### config.mk
export PLATFORM = sky130hd
export DESIGN_NAME = multicycle_control_flat
export DESIGN_NICKNAME = d
export VERILOG_FILES = /design/src/rtl/multicycle_control_pkg.sv /design/src/rtl/multicycle_control_if.sv /design/src/rtl/multicycle_control_opcode_classify.sv /design/src/rtl/multicycle_control.sv /design/src/flat_wrapper.sv
export SDC_FILE = /design/constraint.sdc
export NUM_CORES = 1
export LEC_CHECK = 0
export CAP_MARGIN = 5
export CELL_PAD_IN_SITES_DETAIL_PLACEMENT = 1
export CELL_PAD_IN_SITES_GLOBAL_PLACEMENT = 2
export CORE_MARGIN = 1.5
export CORE_UTILIZATION = 26
export DETAILED_ROUTE_END_ITERATION = 10
export PLACE_DENSITY = 0.87
export SYNTH_ARGS = -nofsm -noshare
export SYNTH_HDL_FRONTEND = slang
export SYNTH_SLANG_ARGS = --single-unit
### constraint.sdc
create_clock -name clk -period 1.77 [get_ports clk]
set_input_delay 0.354 -clock clk [delete_from_list [all_inputs] [get_ports clk]]
set_output_delay 0.354 -clock clk [all_outputs]
set_load 0.03 [all_outputs]
### src/rtl/multicycle_control_pkg.sv
// ----------------------------------------------------------------------------
// multicycle_control_pkg
// Purpose: ISA definitions shared by the control unit, the datapath and
//          alucontrol. Holds opcode constants, ALU-op encodings, control FSM
//          state encodings and the payload structs passed between blocks.
// Ports:   none (package).
// ----------------------------------------------------------------------------
package multicycle_control_pkg;

    localparam int unsigned OPCODE_W = 4;
    localparam int unsigned ALU_OP_W = 2;
    localparam int unsigned STATE_W  = 3;

    // Opcode map (instruction[15:12])
    localparam logic [OPCODE_W-1:0] OP_LW       = 4'b0000;
    localparam logic [OPCODE_W-1:0] OP_SW       = 4'b0001;
    localparam logic [OPCODE_W-1:0] OP_RTYPE_LO = 4'b0010;
    localparam logic [OPCODE_W-1:0] OP_RTYPE_HI = 4'b1001;
    localparam logic [OPCODE_W-1:0] OP_BEQ      = 4'b1011;
    localparam logic [OPCODE_W-1:0] OP_BNE      = 4'b1100;
    localparam logic [OPCODE_W-1:0] OP_J        = 4'b1101;

    // ALU operation select
    localparam logic [ALU_OP_W-1:0] ALU_OP_RTYPE = 2'b00;
    localparam logic [ALU_OP_W-1:0] ALU_OP_SUB   = 2'b01;
    localparam logic [ALU_OP_W-1:0] ALU_OP_ADD   = 2'b10;

    // Control FSM states
    localparam logic [STATE_W-1:0] ST_IDLE   = 3'd0;
    localparam logic [STATE_W-1:0] ST_FETCH  = 3'd1;
    localparam logic [STATE_W-1:0] ST_DECODE = 3'd2;
    localparam logic [STATE_W-1:0] ST_EXEC   = 3'd3;
    localparam logic [STATE_W-1:0] ST_MEM    = 3'd4;
    localparam logic [STATE_W-1:0] ST_WB     = 3'd5;

    // One-hot instruction class of an opcode
    typedef struct packed {
        logic is_rtype;
        logic is_lw;
        logic is_sw;
        logic is_beq;
        logic is_bne;
        logic is_j;
        logic is_illegal;
    } op_class_t;

    // Datapath control word
    typedef struct packed {
        logic                reg_dst;
        logic                alu_src;
        logic                mem_to_reg;
        logic                reg_w;
        logic                mem_r;
        logic                mem_w;
        logic                beq;
        logic                bne;
        logic                j;
        logic [ALU_OP_W-1:0] alu_op;
        logic                ir_we;
        logic                pc_we;
        logic                illegal;
    } ctrl_t;

endpackage

### src/rtl/multicycle_control_if.sv
// ----------------------------------------------------------------------------
// multicycle_control_if
// Purpose: opcode/control-signal bundle between the control unit (master)
//          and the datapath (slave).
// Signals: opcode, mem_ready (datapath -> control);
//          reg_dst, alu_src, mem_to_reg, reg_w, mem_r, mem_w, beq, bne, j,
//          alu_op, ir_we, pc_we, illegal, retire_count (control -> datapath).
// ----------------------------------------------------------------------------
interface multicycle_control_if #(
    parameter int unsigned RETIRE_W = 16
);
    logic [3:0]          opcode;
    logic                mem_ready;
    logic                reg_dst;
    logic                alu_src;
    logic                mem_to_reg;
    logic                reg_w;
    logic                mem_r;
    logic                mem_w;
    logic                beq;
    logic                bne;
    logic                j;
    logic [1:0]          alu_op;
    logic                ir_we;
    logic                pc_we;
    logic                illegal;
    logic [RETIRE_W-1:0] retire_count;

    modport master (
        input  opcode, mem_ready,
        output reg_dst, alu_src, mem_to_reg, reg_w, mem_r, mem_w,
               beq, bne, j, alu_op, ir_we, pc_we, illegal, retire_count
    );

    modport slave (
        output opcode, mem_ready,
        input  reg_dst, alu_src, mem_to_reg, reg_w, mem_r, mem_w,
               beq, bne, j, alu_op, ir_we, pc_we, illegal, retire_count
    );
endinterface

### src/rtl/multicycle_control_opcode_classify.sv
// ----------------------------------------------------------------------------
// opcode_classify
// Purpose: combinational opcode -> one-hot instruction class.
// Ports:   i_opcode (4b opcode), o_class (op_class_t, exactly one bit set).
// ----------------------------------------------------------------------------
module opcode_classify
    import multicycle_control_pkg::*;
(
    input  logic [OPCODE_W-1:0] i_opcode,
    output op_class_t           o_class
);

    always_comb begin
        o_class = '0;
        if (i_opcode == OP_LW) begin
            o_class.is_lw = 1'b1;
        end else if (i_opcode == OP_SW) begin
            o_class.is_sw = 1'b1;
        end else if (i_opcode >= OP_RTYPE_LO && i_opcode <= OP_RTYPE_HI) begin
            o_class.is_rtype = 1'b1;
        end else if (i_opcode == OP_BEQ) begin
            o_class.is_beq = 1'b1;
        end else if (i_opcode == OP_BNE) begin
            o_class.is_bne = 1'b1;
        end else if (i_opcode == OP_J) begin
            o_class.is_j = 1'b1;
        end else begin
            o_class.is_illegal = 1'b1;
        end
    end

endmodule

### src/rtl/multicycle_control.sv
// ----------------------------------------------------------------------------
// multicycle_control
// Purpose: multi-cycle control FSM for the 16-bit RISC core. Sequences
//          FETCH/DECODE/EXEC/MEM/WB, drives datapath controls as Moore
//          outputs of (state, op_q) -- DECODE alone uses the live opcode --
//          and counts retired instructions (cycles with pc_we=1).
// Ports:   clk, rst (sync, active-high), bus (multicycle_control_if.master).
// ----------------------------------------------------------------------------
module multicycle_control #(
    parameter int unsigned RETIRE_W = 16
) (
    input  logic                 clk,
    input  logic                 rst,
    multicycle_control_if.master bus
);
    import multicycle_control_pkg::*;

    logic [STATE_W-1:0]  r_state;
    logic [STATE_W-1:0]  w_next;
    logic [OPCODE_W-1:0] r_op_q;
    logic [RETIRE_W-1:0] r_retire;
    op_class_t           w_live;
    op_class_t           w_q;
    ctrl_t               w_ctrl;
    logic                w_live_exec;

    opcode_classify u_classify_live (.i_opcode(bus.opcode), .o_class(w_live));
    opcode_classify u_classify_q    (.i_opcode(r_op_q),     .o_class(w_q));

    assign w_live_exec = w_live.is_rtype | w_live.is_lw | w_live.is_sw |
                         w_live.is_beq   | w_live.is_bne;

    // State, latched opcode and retire counter
    always_ff @(posedge clk) begin
        if (rst) begin
            r_state  <= ST_IDLE;
            r_op_q   <= '0;
            r_retire <= '0;
        end else begin
            r_state <= w_next;
            if (r_state == ST_DECODE) begin
                r_op_q <= bus.opcode;
            end
            if (w_ctrl.pc_we) begin
                r_retire <= r_retire + RETIRE_W'(1);
            end
        end
    end

    // Next state and control decode
    always_comb begin
        w_next = r_state;
        w_ctrl = '0;
        case (r_state)
            ST_IDLE: begin
                w_next = ST_FETCH;
            end
            ST_FETCH: begin
                w_ctrl.ir_we = 1'b1;
                w_next       = ST_DECODE;
            end
            ST_DECODE: begin
                if (w_live.is_j) begin
                    w_ctrl.j     = 1'b1;
                    w_ctrl.pc_we = 1'b1;
                    w_next       = ST_FETCH;
                end else if (w_live.is_illegal || !w_live_exec) begin
                    // Skip the undefined instruction so it still retires once
                    w_ctrl.illegal = 1'b1;
                    w_ctrl.pc_we   = 1'b1;
                    w_next         = ST_FETCH;
                end else begin
                    w_next = ST_EXEC;
                end
            end
            ST_EXEC: begin
                if (w_q.is_rtype) begin
                    w_ctrl.reg_dst = 1'b1;
                    w_ctrl.alu_op  = ALU_OP_RTYPE;
                    w_next         = ST_WB;
                end else if (w_q.is_lw || w_q.is_sw) begin
                    w_ctrl.alu_src = 1'b1;
                    w_ctrl.alu_op  = ALU_OP_ADD;
                    w_next         = ST_MEM;
                end else if (w_q.is_beq || w_q.is_bne) begin
                    w_ctrl.alu_op = ALU_OP_SUB;
                    w_ctrl.beq    = w_q.is_beq;
                    w_ctrl.bne    = w_q.is_bne;
                    w_ctrl.pc_we  = 1'b1;
                    w_next        = ST_FETCH;
                end else begin
                    // Unreachable: op_q only holds opcodes that passed DECODE
                    w_ctrl.j       = w_q.is_j;
                    w_ctrl.illegal = w_q.is_illegal;
                    w_ctrl.pc_we   = 1'b1;
                    w_next         = ST_FETCH;
                end
            end
            ST_MEM: begin
                w_ctrl.alu_src = 1'b1;
                w_ctrl.alu_op  = ALU_OP_ADD;
                w_ctrl.mem_r   = w_q.is_lw;
                w_ctrl.mem_w   = !w_q.is_lw;
                if (bus.mem_ready) begin
                    if (w_q.is_lw) begin
                        w_next = ST_WB;
                    end else begin
                        w_ctrl.pc_we = 1'b1;
                        w_next       = ST_FETCH;
                    end
                end
            end
            ST_WB: begin
                w_ctrl.reg_w   = 1'b1;
                w_ctrl.pc_we   = 1'b1;
                w_ctrl.reg_dst = w_q.is_rtype;
                if (w_q.is_lw) begin
                    w_ctrl.mem_to_reg = 1'b1;
                    w_ctrl.alu_src    = 1'b1;
                    w_ctrl.mem_r      = 1'b1;
                end
                w_next = ST_FETCH;
            end
            default: begin
                w_next = ST_IDLE;
            end
        endcase
    end

    assign bus.reg_dst      = w_ctrl.reg_dst;
    assign bus.alu_src      = w_ctrl.alu_src;
    assign bus.mem_to_reg   = w_ctrl.mem_to_reg;
    assign bus.reg_w        = w_ctrl.reg_w;
    assign bus.mem_r        = w_ctrl.mem_r;
    assign bus.mem_w        = w_ctrl.mem_w;
    assign bus.beq          = w_ctrl.beq;
    assign bus.bne          = w_ctrl.bne;
    assign bus.j            = w_ctrl.j;
    assign bus.alu_op       = w_ctrl.alu_op;
    assign bus.ir_we        = w_ctrl.ir_we;
    assign bus.pc_we        = w_ctrl.pc_we;
    assign bus.illegal      = w_ctrl.illegal;
    assign bus.retire_count = r_retire;

endmodule

### src/flat_wrapper.sv
// flat-port wrapper written by rule: the top's interface ports become plain ports
module multicycle_control_flat import multicycle_control_pkg::*;
#(
    parameter int unsigned RETIRE_W = 16
)
  (clk, rst, bus_opcode, bus_mem_ready, bus_reg_dst, bus_alu_src, bus_mem_to_reg, bus_reg_w, bus_mem_r, bus_mem_w, bus_beq, bus_bne, bus_j, bus_alu_op, bus_ir_we, bus_pc_we, bus_illegal, bus_retire_count);
  multicycle_control_if #(.RETIRE_W(RETIRE_W)) bus_i ();
  input  logic clk;
  input  logic rst;
  input wire logic [$bits(bus_i.opcode)-1:0] bus_opcode;
  input wire logic [$bits(bus_i.mem_ready)-1:0] bus_mem_ready;
  output wire logic [$bits(bus_i.reg_dst)-1:0] bus_reg_dst;
  output wire logic [$bits(bus_i.alu_src)-1:0] bus_alu_src;
  output wire logic [$bits(bus_i.mem_to_reg)-1:0] bus_mem_to_reg;
  output wire logic [$bits(bus_i.reg_w)-1:0] bus_reg_w;
  output wire logic [$bits(bus_i.mem_r)-1:0] bus_mem_r;
  output wire logic [$bits(bus_i.mem_w)-1:0] bus_mem_w;
  output wire logic [$bits(bus_i.beq)-1:0] bus_beq;
  output wire logic [$bits(bus_i.bne)-1:0] bus_bne;
  output wire logic [$bits(bus_i.j)-1:0] bus_j;
  output wire logic [$bits(bus_i.alu_op)-1:0] bus_alu_op;
  output wire logic [$bits(bus_i.ir_we)-1:0] bus_ir_we;
  output wire logic [$bits(bus_i.pc_we)-1:0] bus_pc_we;
  output wire logic [$bits(bus_i.illegal)-1:0] bus_illegal;
  output wire logic [$bits(bus_i.retire_count)-1:0] bus_retire_count;
  assign bus_i.opcode = bus_opcode;
  assign bus_i.mem_ready = bus_mem_ready;
  assign bus_reg_dst = bus_i.reg_dst;
  assign bus_alu_src = bus_i.alu_src;
  assign bus_mem_to_reg = bus_i.mem_to_reg;
  assign bus_reg_w = bus_i.reg_w;
  assign bus_mem_r = bus_i.mem_r;
  assign bus_mem_w = bus_i.mem_w;
  assign bus_beq = bus_i.beq;
  assign bus_bne = bus_i.bne;
  assign bus_j = bus_i.j;
  assign bus_alu_op = bus_i.alu_op;
  assign bus_ir_we = bus_i.ir_we;
  assign bus_pc_we = bus_i.pc_we;
  assign bus_illegal = bus_i.illegal;
  assign bus_retire_count = bus_i.retire_count;
  multicycle_control #(.RETIRE_W(RETIRE_W)) u_core (.clk(clk), .rst(rst), .bus(bus_i));
endmodule
# After elaboration in Yosys (flattened, before gate mapping)
# Cells that the tools add are included.
# W data, S select, Z words.
# op_classes
eq_ne	14
n_reduce_logical	11
n_mux	67
n_bitwise	4
order_cmp	4
n_addsub	1
# op_table
op	n
$mux W1	32
$mux W2	13
$eq A4 B4 Y1 const B	6
$mux W3	8
$add A16 B1 Y16 const B	1
$mux W4	4
$pmux W3 S5	1
$mux W5	2
$eq A4 B1 Y1 const B	2
$ge A4 B2 Y1 const B	2
$le A4 B4 Y1 const B	2
$logic_not A4 Y1	2
$pmux W1 S2	4
$eq A3 B2 Y1 const B	2
$eq A3 B3 Y1 const B	2
$or A1 B1 Y1	4
$pmux W1 S4	1
$pmux W2 S2	1
$eq A3 B1 Y1 const B	1
$logic_not A3 Y1	1
$logic_or A1 B1 Y1	3
$pmux W1 S3	1
$logic_and A1 B1 Y1	2
$logic_not A1 Y1	2
2 further kinds	2
# word_totals
wordCells	104
inputBits	7
reg_bits	23

# Logic depth before layout (Yosys ltp)
# Gate-level depths: netlist (run 1).
# depth
ltp_word	15
ltp_mapped	6
ltp_nobuf	4

# Cells and area by module
# Synthesis (run 1) repeated with hierarchy kept, for this count alone.
# hier_totals
hier_cells	178
hier_area_um2	1477.7
# modules_own_cells
mod	area_each_um2	seq_area_each_um2	instances	cells_per_inst
multicycle_control	1347.5	460.4	1	156
opcode_classify	65.1	0.0	2	11

# Worst setup path before layout (run 1)
# No wires, ideal clock.
# synth_path
kind	register to output
start	register u_core.r_state[1]
end	output port bus_mem_to_reg
stages_incl_launch_ff	4
arrival_ns	1.756
n_path_buf	1
setup_slack_ns	-0.340
t_required_ns	1.416
cell_sequence	dfxtp_1 > buf_4 > and3b_1 > nor3b_1
# synth_via
elab_chain_cells	2
# synth_rtl
item	line	source
start: declaration	multicycle_control.sv:18	logic [STATE_W-1:0] r_state;
start signal: assignment	multicycle_control.sv:40	r_state <= w_next;
$eq A3 B3 Y1	multicycle_control.sv:54	case (r_state)
$mux W2	multicycle_control.sv:54	
end: declaration	flat_wrapper.sv:14	output wire logic [$bits(bus_i.mem_to_reg)-1:0] bus_mem_to_reg;
# No other way between the ends.

# Worst setup path in the final report (run 1)
# layout_path
start	register u_core.r_op_q[3]
end	output port bus_pc_we
# layout_via
elab_chain_cells	7
word_cells_on_any_way	17
classes_between	order compare: 2; eq/ne: 1; mux: 11; reduce/logical: 3
# layout_rtl
item	line	source
start: declaration	multicycle_control.sv:20	logic [OPCODE_W-1:0] r_op_q;
start signal: assignment	multicycle_control.sv:42	r_op_q <= bus.opcode;
$ge A4 B2 Y1 (tied with other cells)	multicycle_control_opcode_classify.sv:19	end else if (i_opcode >= OP_RTYPE_LO && i_opcode <= OP_RTYPE_HI) begin
$logic_and A1 B1 Y1 / $mux W1 (equally long branches)	multicycle_control_opcode_classify.sv:19, multicycle_control_opcode_classify.sv:17	
$mux W1 / $mux W5 (equally long branches)	multicycle_control_opcode_classify.sv:19, multicycle_control_opcode_classify.sv:15	
$mux W1 / $logic_or A1 B1 Y1 (equally long branches)	multicycle_control_opcode_classify.sv:17, multicycle_control.sv:81	
$mux W1 / $mux W2 (equally long branches)	multicycle_control_opcode_classify.sv:15, multicycle_control.sv:81	
$mux W2	multicycle_control.sv:77	if (w_q.is_rtype) begin
$pmux W1 S4 *	multicycle_control.sv:54	
end: declaration	flat_wrapper.sv:23	output wire logic [$bits(bus_i.pc_we)-1:0] bus_pc_we;
# Mark *: on every way between the ends. The rest lies on a longest branch, timed or not.

==> results by group, run 1 <==
Drt
  – DRC viols: 0
  – Via/cell ratio: 4.91
  – Post-route ant nets: 0
  – Vias post-DR: 1572
  – WL per Instance: 15.5 um
  – 1st-iter DRT viols: 48
  – Pre-Repair DR Iteration Count: 4
  – Final WL: 4.95 mm

Worst setup path
  – Worst EP arrival: 1510 ps
  – Buf/Inv on CP: 2
  – Max stage delay on crit path: 380 ps
  – Critical Path Stages: 5
  – Worst-case reg-to-reg path depth: 5
  – CP Launch Type: register
  – Crit path max fanout: 3
  – CP endpoint kind: output port
  – Critical path type: register to output port
  – Worst endpoint required time: 1420 ps
  – Slowest-stage cell, CP: o41ai_4
  – Top delay family on crit path: compound AO/OA/AOI/OAI gates
  – Cell Chain, Critical Path: o41ai_4, o22a_4, buf_4, nand2_2, buf_6

Synthesis
  – Synth area leaders: dfxtp_1, mux2_1, nor2b_1, nor2_1, nand2_1
  – Primary FF master, synth: dfxtp_1
  – Mapped Cells: 178
  – Synth async-reset ratio: 0
  – Synth Area in Compound Gates: 0.198
  – Syn_area_per_cell: 8.48 um^2
  – Synth Area in XOR/XNOR: 0.00580
  – Seq/Total Area, Yosys: 0.305
  – Unique masters post-synth: 45
  – Area share of fa/ha/maj cells after synthesis: 0.00829
  – Net Count, Synth: 186
  – Largest family of logic cells by synthesized area: simple AND/OR/NAND/NOR gates
  – Yosys top cell by area: dfxtp_1
  – Yosys top cell area share: 0.305
  – Yosys reg bits: 23
  – Yosys Warn Count: 0
  – Synthesized cell area: 0.00151 mm^2
  – Simple-gate share of the synthesized area: 0.328
  – Number of enable flip-flop cells after synthesis: 0
  – Mux cell area share after synthesis: 0.111

Global route
  – Grt total ovfl: 0
  – Vias in the first global route: 1695
  – Initial antenna violation count: 0
  – Gr usage total: 0.168
  – Global-route wire length before repair: 8.51 mm
  – Largest net degree at the start of global routing: 38

Clocking
  – Hold Buf Count CTS: 0
  – Total CTS buffers: 3
  – H-tree Lvls: 1
  – Clk root buf: clkbuf_8
  – Reg clk slew, reported paths: 90 ps
  – Clock Latency Late Sink: 260 ps
  – Clock buffer depth: 2
  – CTS sink cnt: 23
  – CTS tree: built

Die
  – I/O pin cnt: 37
  – Starting Density: 0.273
  – Cell Rows: 27
  – Total Die Area: 0.00628 mm^2
  – Core area: 0.00554 mm^2
  – Die H: 79.2 um
  – Die Span X: 79.2 um

STA
  – Final Hold Violating Endpoints: 0
  – WHS: 493 ps
  – Fmax: 538 MHz
  – Slew of the pin with the lowest slew margin: 319 ps
  – Slew headroom: 0.787
  – Period utilization: 1.05
  – Setup ws final: -90.1 ps
  – RSZ-0062 raised after global routing: yes
  – Slew Limit Fails: 0
  – Crit path time final: 1860 ps
  – Final Skew: 2.87 ps
  – # setup viols final: 10

Min path
  – Hold path cells: 1
  – Hold Crit Class: register to register

Place
  – Post-DP HPWL: 3.44 mm
  – RD Place Congestion: 0.813
  – Cell Area, Placed: 0.00217 mm^2
  – I/O Buffers: 36
  – Inst Count DP: 306

Finish
  – Final core area utilization: 0.462
  – Ant. Diodes: 0
  – Register area: 484 um^2
  – Post-route design area: 0.00256 mm^2
  – Fillers: 654
  – Multi-input gate area: 0.00119 mm^2
  – Share of cells above drive strength 1: 0.464
  – Layout area overhead: 69.4%
  – Fin cells: 320
  – Final nets: 257

Pwr
  – LEAKAGE: 1.05 nW
  – Power Dens Cells: 471 mW/mm^2
  – Max IR drop VDD: 0.326 mV

Run
  – Max cap viols: 0

Run status
  – Outcome: complete, but fails checks
  – Failing checks: negative setup slack
-- registers in the layout (all words and copies together), names as in the netlist --
signal                   count
u_core.r_op_q                4
u_core.bus.retire_count     16
u_core.r_state               3
-- per-layer routing --
layer  routed length, um  GRT usage  share of wire  up-vias
met5                   0          0              0        -
met2                2580      0.303           0.52       32
li1                    -          -              -      781
met1                2190      0.216           0.44      757
met3                 164     0.0218          0.033        2
met4                  18     0.0246         0.0036        0
-- worst register-to-register path: stages (launching register included) --
cell,delay [ps]
dfxtp_4,380
nand4bb_4,240
o22a_4,290
buf_6,140
a2111oi_4,360
mux2_1,340
-- Yosys cell counts, drive strengths merged, types with 2 or more instances --
master	number
and2	2
a211oi	6
buf	7
nand3b	2
and3	4
o22ai	2
nor3b	2
dfxtp	23
nor2	19
nor3	3
a21oi	9
and4	2
clkbuf	5
mux2	14
a2111oi	3
nand4	3
nand2b	6
nand3	8
nor2b	18
o21ai	6
nand2	15
-- worst paths after layout --
| check | slack [ps] | end | from |
|---|---|---|---|
| min reg2reg | 490 | u_core.r_state[1] | u_core.r_state[2] |
| max | -90 | bus_pc_we | u_core.r_op_q[3] |
| min | 490 | u_core.r_state[1] | u_core.r_state[2] |
| max reg2reg | -70 | u_core.bus.retire_count[10] | u_core.r_state[0] |
-- final cells by class --
cell class	count	area share
multi-input cells	142	0.467
repair buffers	78	0.289
flip-flops and latches	23	0.189
well taps	72	0.0352
clock buffers	4	0.0176
inverters	1	0.00147
-- power by group --
| group | switching (W) | internal [W] | leakage (nW) | total, W |
|---|---|---|---|---|
| clock network | 0.000183 | 0.000161 | 0.0228 | 0.000343 |
| registers | 0.0000206 | 0.000530 | 0.194 | 0.000551 |
| logic | 0.000151 | 0.000160 | 0.832 | 0.000311 |
| total | 0.000355 | 0.000851 | 1.05 | 0.00121 |
-- per-stage QoR --
step,setup WS [ps],TNS (ps),power [W]
3_3_place_gp,-396,-5870,0.000810
3_5_place_dp,-442,-6600,0.000818
5_1_grt,-153,-1420,0.00127
2_1_floorplan,-10.8,-13.5,0.000700
4_1_cts,-110,-507,0.00120
6_report,-90.1,-377,0.00121
-- cell families (layout without fill, tap and decap cells) --
family | after synthesis | in the layout
and+or+nand+nor | 88 | 88
AOI/OAI and AO/OA | 37 | 37
DFF | 23 | 23
xor gates and xnor gates | 1 | 1
adders and majority gates | 1 | 1
muxes | 15 | 15
buffers and inverters | 13 | 83
-- repair_timing --
item	4_1_cts	5_1_grt
setup endpoints to repair	28	26
cloned	0	0
buffers inserted	9	1
pin swaps	7	10
gates resized for setup	51	21
-- placed cells by master, fill, tap and decap left out, drive strengths merged, types with 4 or more instances in the layout --
| master | instances |
|---|---|
| a211oi | 6 |
| and3 | 4 |
| nor2 | 19 |
| clkbuf | 4 |
| mux2 | 14 |
| dlygate4sd2 | 7 |
| nand2b | 6 |
| a21oi | 9 |
| nand2 | 15 |
| buf | 56 |
| nand3 | 8 |
| o21ai | 6 |
| dfxtp | 23 |
| nor2b | 18 |
| clkdlybuf4s50 | 12 |
(Power assumes the default switching activity.)
==> run 2, diff against run 1 <==
GPL_TIMING_DRIVEN = 0   (was unset)
==> run 2 against run 1 <==
  * Setup slack worse by 71 ps
  * Total power up 0.93%
  * Cell area is 0.15% higher
  * Largest power group unchanged
  * Largest cell class unchanged
  * Die area unchanged
  * Sequential share of layout area is 0.46 points higher
  * Non-clock buffer count fell by 3
  * The flow still finishes with violations (negative setup slack)
  * Clock power increased by 3%
  * Worst hold slack better by 26 ps
==> results by group, run 2 (synthesis results as in run 1) <==
Finish
  – Fin cells: 317 (-0.94%)
  – Final nets: 254 (-1.2%)
  – Fillers: 662 (+1.2%)
  – Ant. Diodes: 0 (unchanged)
  – Max reg flops: 16 (unchanged)
  – Multi-input gate area: 0.00125 mm^2 (+4.4%)
  – Post-route design area: 0.00256 mm^2 (+0.15%)
  – Share of cells above drive strength 1: 0.465 (+0.00160)
  – Register area: 497 um^2 (+2.6%)
  – Most common cell after layout, fill and taps aside: buf_4
  – Layout area overhead: 69.7%
  – Commonest cells after routing, fill and taps aside: buf_4, nor2_1, buf_6, nor2b_1, clkdlybuf4s50_1

Global route
  – Global-route wire length before repair: 7.65 mm (-10%)
  – Gr usage total: 0.156 (-0.0123)
  – Initial antenna violation count: 0 (unchanged)
  – Vias in the first global route: 1543 (-9.0%)
  – Largest net degree at the start of global routing: 13 (-66%)
  – Grt total ovfl: 0 (unchanged)

Run
  – Max cap viols: 0 (unchanged)

STA
  – Slew headroom: 0.654 (-0.133)
  – Final Skew: 5.02 ps (+2.15 ps)
  – Crit path time final: 1930 ps (+70.7 ps)
  – Period utilization: 1.09 (+0.0399)
  – Slew of the pin with the lowest slew margin: 519 ps (+200 ps)
  – Slew Limit Fails: 0 (unchanged)
  – # setup viols final: 18 (+8)
  – Final Hold Violating Endpoints: 0 (unchanged)
  – RSZ-0062 raised after global routing: yes
  – Setup ws final: -161 ps (-70.7 ps)
  – Final TNS setup: -828 ps (-451 ps)
  – Fmax: 518 MHz (-3.7%)

Clocking
  – Clock Latency Late Sink: 270 ps (about the same)
  – Clock buffer depth: 2 (unchanged)
  – CTS tree: built
  – Total CTS buffers: 3 (unchanged)
  – Reg clk slew, reported paths: 90 ps (about the same)
  – CTS sink cnt: 23 (unchanged)
  – H-tree Lvls: 1 (unchanged)
  – Hold Buf Count CTS: 0 (unchanged)
  – Clk root buf: clkbuf_8

Die
  – Cell Rows: 27 (unchanged)
  – I/O pin cnt: 37 (unchanged)
  – Die H: 79.2 um (unchanged)
  – Total Die Area: 0.00628 mm^2 (unchanged)
  – Die Span X: 79.2 um (unchanged)
  – Core area: 0.00554 mm^2 (unchanged)
  – Starting Density: 0.273 (unchanged)

Pwr
  – Power Dens Cells: 475 mW/mm^2 (+0.78%)
  – Max IR drop VDD: 0.294 mV (-10%)
  – Power consumption: 0.00122 W (+0.93%)
  – LEAKAGE: 0.975 nW (-7.0%)

Place
  – Cell Area, Placed: 0.00200 mm^2 (-8.0%)
  – Inst Count DP: 285 (-6.9%)
  – Post-DP HPWL: 3.04 mm (-12%)
  – I/O Buffers: 35 (-2.8%)
  – RD Place Congestion: 0.703 (-13%)

Worst setup path
  – Worst endpoint required time: 1420 ps (about the same)
  – Buf/Inv on CP: 2 (unchanged)
  – Slowest-stage cell, CP: o41ai_4
  – Cell Chain, Critical Path: o41ai_4, o22a_4, buf_6, nand2_4, buf_6
  – Most used cell, CP: buf_6
  – CP Launch Type: register
  – Worst EP arrival: 1580 ps (+70 ps)
  – Top delay family on crit path: compound AO/OA/AOI/OAI gates
  – CP endpoint kind: output port
  – Max stage delay on crit path: 410 ps (+30 ps)
  – Critical path type: register to output port
  – Worst-case reg-to-reg path depth: 5 (unchanged)
  – Crit path max fanout: 5 (+2)
  – Critical Path Stages: 5 (unchanged)

Drt
  – DRC viols: 0 (unchanged)
  – Final WL: 5.20 mm (+5.0%)
  – WL per Instance: 16.4 um (+6.0%)
  – Pre-Repair DR Iteration Count: 4 (unchanged)
  – Post-route ant nets: 0 (unchanged)
  – Via/cell ratio: 5.05 (+2.8%)
  – 1st-iter DRT viols: 48 (unchanged)
  – Vias post-DR: 1601 (+1.8%)

Min path
  – Hold Crit Class: input port to register
  – Hold path cells: 3 (+2)

Run status
  – Failing checks: negative setup slack
  – Outcome: complete, but fails checks
run 2: final cells by class:
class                           instances  area share
Buffer                                  9      0.0264
Inverter                                1     0.00146
Clock buffer                            4      0.0176
Timing Repair Buffer                   66       0.239
Tap cell                               72      0.0352
Multi-Input combinational cell        142       0.487
Sequential cell                        23       0.194
run 2: path summary, 6_finish.rpt:
| check | endpoint | startpoint | slack [ps] |
|---|---|---|---|
| worst max-delay path | bus_pc_we | u_core.r_op_q[3] | -160 |
| worst min-delay path | u_core.r_op_q[2] | bus_opcode[2] | 520 |
| worst min register to register | u_core.bus.retire_count[1] | u_core.bus.retire_count[1] | 530 |
| worst max register to register | u_core.bus.retire_count[10] | u_core.r_state[2] | -120 |
run 2: worst min-delay path: cells and delay by family:
family	cells	cell delay, ps
buffers and inverters	1	280
AO/OA/AOI/OAI	1	50
AND/OR/NAND/NOR	1	70
run 2: layer usage:
layer  track usage  vias to the layer above  wire [um]
met5             0                        -          0
met4        0.0474                        0         70
met3        0.0218                        6        178
met2         0.291                       34       2710
met1         0.182                      783       2240
li1              -                      778          -
run 2: timing repair:
action                                  in CTS  in global routing
endpoints found under the setup margin      29                 26
buffers inserted                            22                  9
resized for setup                          137                 34
pin swaps                                   16                 16
endpoints found under the hold margin        0                  0
run 2: power breakdown:
| group | leakage (nW) | internal [W] | switching, W | total, W |
|---|---|---|---|---|
| combinational | 0.757 | 0.000158 | 0.000158 | 0.000316 |
| sequential | 0.195 | 0.000526 | 0.0000214 | 0.000548 |
| clock | 0.0228 | 0.000161 | 0.000191 | 0.000353 |
| total | 0.975 | 0.000846 | 0.000371 | 0.00122 |
run 2: metrics by stage:
stage / setup WS (ps) / utilization / hold slack, ps
floorplan: -10.8 / - / 490
finish: -161 / 0.463 / 519
detailed placement: -983 / 0.361 / 481
global route: -190 / 0.463 / 541
CTS: -128 / 0.428 / 494
global placement: -1000 / 0.361 / 473
